<file path="src/rtl/lc3b_types.sv">
// Shared LC-3b type package: arbiter state/master encodings and the L1-to-L2 line port geometry.
package lc3b_types;

    localparam int LINE_W = 128;
    localparam int ADR_W  = 12;
    localparam int SEL_W  = LINE_W / 8;

    typedef logic [15:0] lc3b_word;

    typedef enum logic [1:0] {
        IDLE    = 2'd0,
        GRANT_I = 2'd1,
        GRANT_D = 2'd2
    } arb_state_t;

    typedef enum logic {
        MASTER_I = 1'b0,
        MASTER_D = 1'b1
    } arb_master_t;

endpackage

</file>
<file path="src/rtl/l1_wb_arbiter_mux.sv">
// Combinational output steering for the L1 Wishbone arbiter; driven purely by the registered grant state.
module l1_wb_arbiter_mux
    import lc3b_types::*;
#(
    parameter int ADR_W  = lc3b_types::ADR_W,
    parameter int LINE_W = lc3b_types::LINE_W,
    parameter int SEL_W  = lc3b_types::SEL_W
) (
    input  arb_state_t        state,
    input  logic              i_cyc,
    input  logic              i_stb,
    input  logic              i_we,
    input  logic [SEL_W-1:0]  i_sel,
    input  logic [ADR_W-1:0]  i_adr,
    input  logic [LINE_W-1:0] i_dat_w,
    output logic [LINE_W-1:0] i_dat_r,
    output logic              i_ack,
    input  logic              d_cyc,
    input  logic              d_stb,
    input  logic              d_we,
    input  logic [SEL_W-1:0]  d_sel,
    input  logic [ADR_W-1:0]  d_adr,
    input  logic [LINE_W-1:0] d_dat_w,
    output logic [LINE_W-1:0] d_dat_r,
    output logic              d_ack,
    output logic              l2_cyc,
    output logic              l2_stb,
    output logic              l2_we,
    output logic [SEL_W-1:0]  l2_sel,
    output logic [ADR_W-1:0]  l2_adr,
    output logic [LINE_W-1:0] l2_dat_w,
    input  logic [LINE_W-1:0] l2_dat_r,
    input  logic              l2_ack
);

    // The non-granted master sees silence; IDLE drives nothing toward L2.
    always_comb begin
        l2_cyc   = 1'b0;
        l2_stb   = 1'b0;
        l2_we    = 1'b0;
        l2_sel   = '0;
        l2_adr   = '0;
        l2_dat_w = '0;
        i_ack    = 1'b0;
        i_dat_r  = '0;
        d_ack    = 1'b0;
        d_dat_r  = '0;
        case (state)
            GRANT_I: begin
                l2_cyc   = i_cyc;
                l2_stb   = i_stb;
                l2_we    = i_we;
                l2_sel   = i_sel;
                l2_adr   = i_adr;
                l2_dat_w = i_dat_w;
                i_ack    = l2_ack;
                i_dat_r  = l2_dat_r;
            end
            GRANT_D: begin
                l2_cyc   = d_cyc;
                l2_stb   = d_stb;
                l2_we    = d_we;
                l2_sel   = d_sel;
                l2_adr   = d_adr;
                l2_dat_w = d_dat_w;
                d_ack    = l2_ack;
                d_dat_r  = l2_dat_r;
            end
            default: ;
        endcase
    end

endmodule

</file>
<file path="src/rtl/l1_wb_arbiter.sv">
// Round-robin Wishbone arbiter sharing the L2 line port between icache and dcache.
// Optional per-master wait counters are enabled with L1_ARB_PERF_COUNTERS_EN.
module l1_wb_arbiter
    import lc3b_types::*;
#(
    parameter int ADR_W  = lc3b_types::ADR_W,
    parameter int LINE_W = lc3b_types::LINE_W,
    parameter int SEL_W  = lc3b_types::SEL_W
) (
    input  logic              CLK,
    input  logic              RST,
    input  logic              i_cyc,
    input  logic              i_stb,
    input  logic              i_we,
    input  logic [SEL_W-1:0]  i_sel,
    input  logic [ADR_W-1:0]  i_adr,
    input  logic [LINE_W-1:0] i_dat_w,
    output logic [LINE_W-1:0] i_dat_r,
    output logic              i_ack,
    input  logic              d_cyc,
    input  logic              d_stb,
    input  logic              d_we,
    input  logic [SEL_W-1:0]  d_sel,
    input  logic [ADR_W-1:0]  d_adr,
    input  logic [LINE_W-1:0] d_dat_w,
    output logic [LINE_W-1:0] d_dat_r,
    output logic              d_ack,
    output logic              l2_cyc,
    output logic              l2_stb,
    output logic              l2_we,
    output logic [SEL_W-1:0]  l2_sel,
    output logic [ADR_W-1:0]  l2_adr,
    output logic [LINE_W-1:0] l2_dat_w,
    input  logic [LINE_W-1:0] l2_dat_r,
    input  logic              l2_ack
`ifdef L1_ARB_PERF_COUNTERS_EN
    ,
    output lc3b_word          i_wait_counter,
    output lc3b_word          d_wait_counter
`endif
);

    arb_state_t  state_q, state_d;
    arb_master_t last_grant_q, last_grant_d;
    logic        req_i, req_d;

    assign req_i = i_cyc & i_stb;
    assign req_d = d_cyc & d_stb;

    // Ties go to whoever was not served last; a dropped cyc abandons the grant without updating fairness.
    always_comb begin
        state_d      = state_q;
        last_grant_d = last_grant_q;
        case (state_q)
            IDLE: begin
                if (req_i && req_d) begin
                    state_d = (last_grant_q == MASTER_I) ? GRANT_D : GRANT_I;
                end else if (req_d) begin
                    state_d = GRANT_D;
                end else if (req_i) begin
                    state_d = GRANT_I;
                end
            end
            GRANT_I: begin
                if (l2_ack) begin
                    state_d      = IDLE;
                    last_grant_d = MASTER_I;
                end else if (!i_cyc) begin
                    state_d = IDLE;
                end
            end
            GRANT_D: begin
                if (l2_ack) begin
                    state_d      = IDLE;
                    last_grant_d = MASTER_D;
                end else if (!d_cyc) begin
                    state_d = IDLE;
                end
            end
            default: state_d = IDLE;
        endcase
    end

    always_ff @(posedge CLK) begin
        if (RST) begin
            state_q      <= IDLE;
            last_grant_q <= MASTER_I;
        end else begin
            state_q      <= state_d;
            last_grant_q <= last_grant_d;
        end
    end

`ifdef L1_ARB_PERF_COUNTERS_EN
    lc3b_word i_wait_q, i_wait_d, d_wait_q, d_wait_d;

    // A master is waiting whenever it requests but does not own the port, including the IDLE cycle before its grant.
    always_comb begin
        i_wait_d = i_wait_q;
        d_wait_d = d_wait_q;
        if (req_i && (state_q != GRANT_I) && (i_wait_q != 16'hFFFF)) begin
            i_wait_d = i_wait_q + 16'd1;
        end
        if (req_d && (state_q != GRANT_D) && (d_wait_q != 16'hFFFF)) begin
            d_wait_d = d_wait_q + 16'd1;
        end
    end

    always_ff @(posedge CLK) begin
        if (RST) begin
            i_wait_q <= '0;
            d_wait_q <= '0;
        end else begin
            i_wait_q <= i_wait_d;
            d_wait_q <= d_wait_d;
        end
    end

    assign i_wait_counter = i_wait_q;
    assign d_wait_counter = d_wait_q;
`endif

    l1_wb_arbiter_mux #(
        .ADR_W  (ADR_W),
        .LINE_W (LINE_W),
        .SEL_W  (SEL_W)
    ) u_mux (
        .state    (state_q),
        .i_cyc    (i_cyc),
        .i_stb    (i_stb),
        .i_we     (i_we),
        .i_sel    (i_sel),
        .i_adr    (i_adr),
        .i_dat_w  (i_dat_w),
        .i_dat_r  (i_dat_r),
        .i_ack    (i_ack),
        .d_cyc    (d_cyc),
        .d_stb    (d_stb),
        .d_we     (d_we),
        .d_sel    (d_sel),
        .d_adr    (d_adr),
        .d_dat_w  (d_dat_w),
        .d_dat_r  (d_dat_r),
        .d_ack    (d_ack),
        .l2_cyc   (l2_cyc),
        .l2_stb   (l2_stb),
        .l2_we    (l2_we),
        .l2_sel   (l2_sel),
        .l2_adr   (l2_adr),
        .l2_dat_w (l2_dat_w),
        .l2_dat_r (l2_dat_r),
        .l2_ack   (l2_ack)
    );

endmodule

</file>
<file path="config.mk">
export PLATFORM = sky130hd
export DESIGN_NAME = l1_wb_arbiter
export DESIGN_NICKNAME = d
export VERILOG_FILES = /design/src/rtl/lc3b_types.sv /design/src/rtl/l1_wb_arbiter_mux.sv /design/src/rtl/l1_wb_arbiter.sv
export SDC_FILE = /design/constraint.sdc
export NUM_CORES = 1
export LEC_CHECK = 0
export ABC_CLOCK_PERIOD_IN_PS = 1700
export BUFFER_PORTS_ARGS = -buffer_cell sky130_fd_sc_hd__buf_2
export CORE_AREA = 2 2 337 339
export CTS_CLUSTER_SIZE = 40
export DETAILED_ROUTE_END_ITERATION = 10
export DIE_AREA = 0 0 339 341
export PLACE_DENSITY = 0.3
export SETUP_SLACK_MARGIN = 0.1
export SKIP_CTS_REPAIR_TIMING = 1
export SLEW_MARGIN = 40
export SYNTH_ARGS = -nofsm -noshare
export SYNTH_HDL_FRONTEND = slang
export SYNTH_HIERARCHICAL = 1
export SYNTH_SLANG_ARGS = --single-unit
</file>
<file path="constraint.sdc">
create_clock -name CLK -period 1.7 [get_ports CLK]
set_input_delay 0 -clock CLK [delete_from_list [all_inputs] [get_ports CLK]]
set_output_delay 0 -clock CLK [all_outputs]
set_load 0.01 [all_outputs]
</file>
==> summary.txt <==
STA
  – Worst slew pin tran: 0.428 ns
  – Max Fclk: between 0.5 and 0.6 GHz
  – Post-route setup slack: -0.163 ns
  – Pins Over Slew Limit: 0
  – Unrepaired setup endpoints after global routing: yes
  – Fin. Hold Viols: 1
  – Setup Viol. Count Final: 127
  – Setup Skew: 0.00218 ns
  – Tmin final: 1.86 ns
  – Slew HR: 0.715
  – Setup_tns: -7.63 ns
  – Tcrit/Tclk final: 1.10
  – Worst hold slack: -0.00743 ns

CTS
  – CTS buffer count: 3
  – Sink Count: 3
  – Worst-Skew Late Latency: 0.22 ns
  – Clock transition at path regs: 0.03 ns
  – H-tree levels: 1
  – CTS tree: done
  – Clock tree root buffer cell: clkbuf_16
  – Clock buffer depth: 2

GRT
  – GRT Total Usage: 0.110
  – Largest net degree at the start of global routing: 48
  – Initial antenna violation count: 52
  – Global route overflow: 0
  – First-pass GRT wire length: 86600 um
  – Number of global-route vias before repair: 8834

Job
  – Max Cap Violations: 0

Route
  – DR WL/cell: 23.3 um
  – Antenna Nets Post-Route: 0
  – DR vias: 8916
  – Via density: ~2.9
  – DRT Pass-1 Iters: 5
  – DRC Markers: 0
  – Initial DRC Count: just over 400
  – WL final: 71400 um

Place
  – Routability Congestion: 0.896
  – IO buf count: between 800 and 900
  – Post-DP Area: 10800 sq um
  – Placed Instances: 3032
  – DPL Wire Length: 62700 um
  – Place WS: -0.245 ns

Synth
  – Post-Syn Area: 4540 sq um
  – Sequential fraction of the synthesis area: 0.0132
  – Yosys warns: 6
  – Avg Inst Size Synth: 6.68 sq um
  – Gate Count Post-Synth: between 600 and 700
  – Mapped Nets: 1130
  – Yosys cell types: 25
  – Yosys reg bits: 3

Pwr
  – Net Sw Power: 1.30 mW
  – Internal: 1.41 mW
  – Sequential power share: 0.029
  – Total Power: 2.72 mW
  – Comb pwr share: 0.834
  – Power per standard cell area: 230 nW/um^2
  – Sw Share: 0.479
  – Leakage Power: 5.91 nW
  – Max IR drop VDD: 0.000202 V
  – Clock power share: 0.137

Floorplanning
  – Initial Utilization: 0.0406
  – Cell Rows: 123
  – Core Area: 112000 sq um
  – Chip height: 341 um
  – Boundary pin count: 866
  – Die ar.: 116000 sq um
  – Die Wd: 339 um

Layout
  – Fin nets: 2013
  – Syn-to-layout area delta: 160%
  – Final Non-Filler Cells: about 3100
  – Share of cells above drive strength 1: 0.698
  – Fin util: 0.105
  – Fin area: approximately 12000 sq um

Worst setup path
  – R2R setup slack: 0.77 ns
  – Reg-to-reg critical path endpoint: state_q[0]
  – Crit. Startpoint: state_q[1]
  – CP startpoint kind: flop
  – Reg2Reg Depth: 3
  – Crit-path cells: buf_6 -> ha_4 -> buf_16 -> buf_4 -> a22oi_2 -> nor2_1 -> buf_2
  – Critical Path Sink Type: output port
  – CP Class: reg2out
  – Crit-path max FO: 19
  – CP bufs+invs: 4
  – Arrival time at the worst endpoint: 1.86 ns
  – Slowest cell on crit path: a22oi_2
  – Critical R2R Launch: state_q[0]
  – CP Data Required Time: 1.70 ns
  – Slowest cell delay on critical path: 0.33 ns
  – Family with the most delay on the worst path: buffers and inverters

Outcome
  – Status: finished, violations left
  – Failing checks: hold timing, setup timing

Min path
  – Worst min path class: in2reg
  – HP Start: RST
  – WHS Endpoint: state_q[0]
  – Worst hold path depth: 2
worst max-delay path by stage:
stage             endpoint  slack, ns  cells after the start
4_1_cts        l2_dat_w[4]      -0.48                      7
2_1_floorplan   l2_adr[10]       0.30                      6
3_5_place_dp   l2_dat_w[4]      -0.25                      7
5_1_grt             l2_stb      -0.20                      7
3_3_place_gp   l2_dat_w[4]      -0.21                      7
6_report         l2_sel[6]      -0.16                      7
layout make-up:
cell class	count	area (sq um)
Multi-Input combinational cell	591	4100
Timing Repair Buffer	960	5660
Antenna cell	4	10.0
Tap cell	1500	1880
Fill cell	13300	100000
Inverter	3	13.8
Sequential cell	3	65.1
Clock buffer	4	78.8
cells in the final DEF, fill, tap and decap left out, types with 4 or more instances in the layout:
master     netlist  final
a22oi_2         50     96
buf_16           0      5
nor2_2           8     21
diode_2          0      4
buf_4            1     69
buf_12           2     14
and2_1         258    258
nor2_1         151    137
a22oi_1        109     63
buf_2            8    829
clkbuf_16        0     10
buf_8            3      7
clkbuf_4         0      9
buf_6           35     20
routing by layer:
layer	vias to the layer above	track usage	wire length, um
li1	4061	-	-
met1	4174	0.155	33900
met2	580	0.181	32000
met3	89	0.0191	4390
met4	12	0.00926	1080
met5	-	0	66
cell usage after synthesis (all sizes together):
cell	count	area (sq um)
and2	258	1610
nor3b	1	7.51
clkbuf	33	139
nor4	1	12.5
buf	49	527
o211a	1	10.0
dfxtp	3	60.1
nand2	3	11.3
nor2	159	617
inv	3	11.3
mux2i	1	10.0
a21oi	1	5.00
nor4b	1	15.0
a22oi	159	1440
o21ai	2	10.0
ha	2	25.0
nand2b	1	13.8
nor2b	1	6.26
power by group through the flow:
stage	clock, mW	sequential [mW]	combinational [mW]
after floorplan	0	0.0786	0.785
after global placement	0	0.0789	2.06
after detailed placement	0	0.0789	2.04
after CTS	0.380	0.0779	2.05
after global routing	0.387	0.0782	2.44
final	0.373	0.0775	2.27
kinds of logic after synthesis:
logic type	Yosys count	synth area share
multiplexers	1	0.00221
flip-flops	3	0.0132
AO/OA/AOI/OAI	163	0.324
buffers and inverters	85	0.149
adder cells (fa/ha/maj)	2	0.00551
AND/OR/NAND/NOR	425	0.506
registers in the layout, indices dropped and copies added (netlist names):
register,count
last_grant_q,1
state_q,2
No activity file was read; power rests on OpenSTA's default activity.
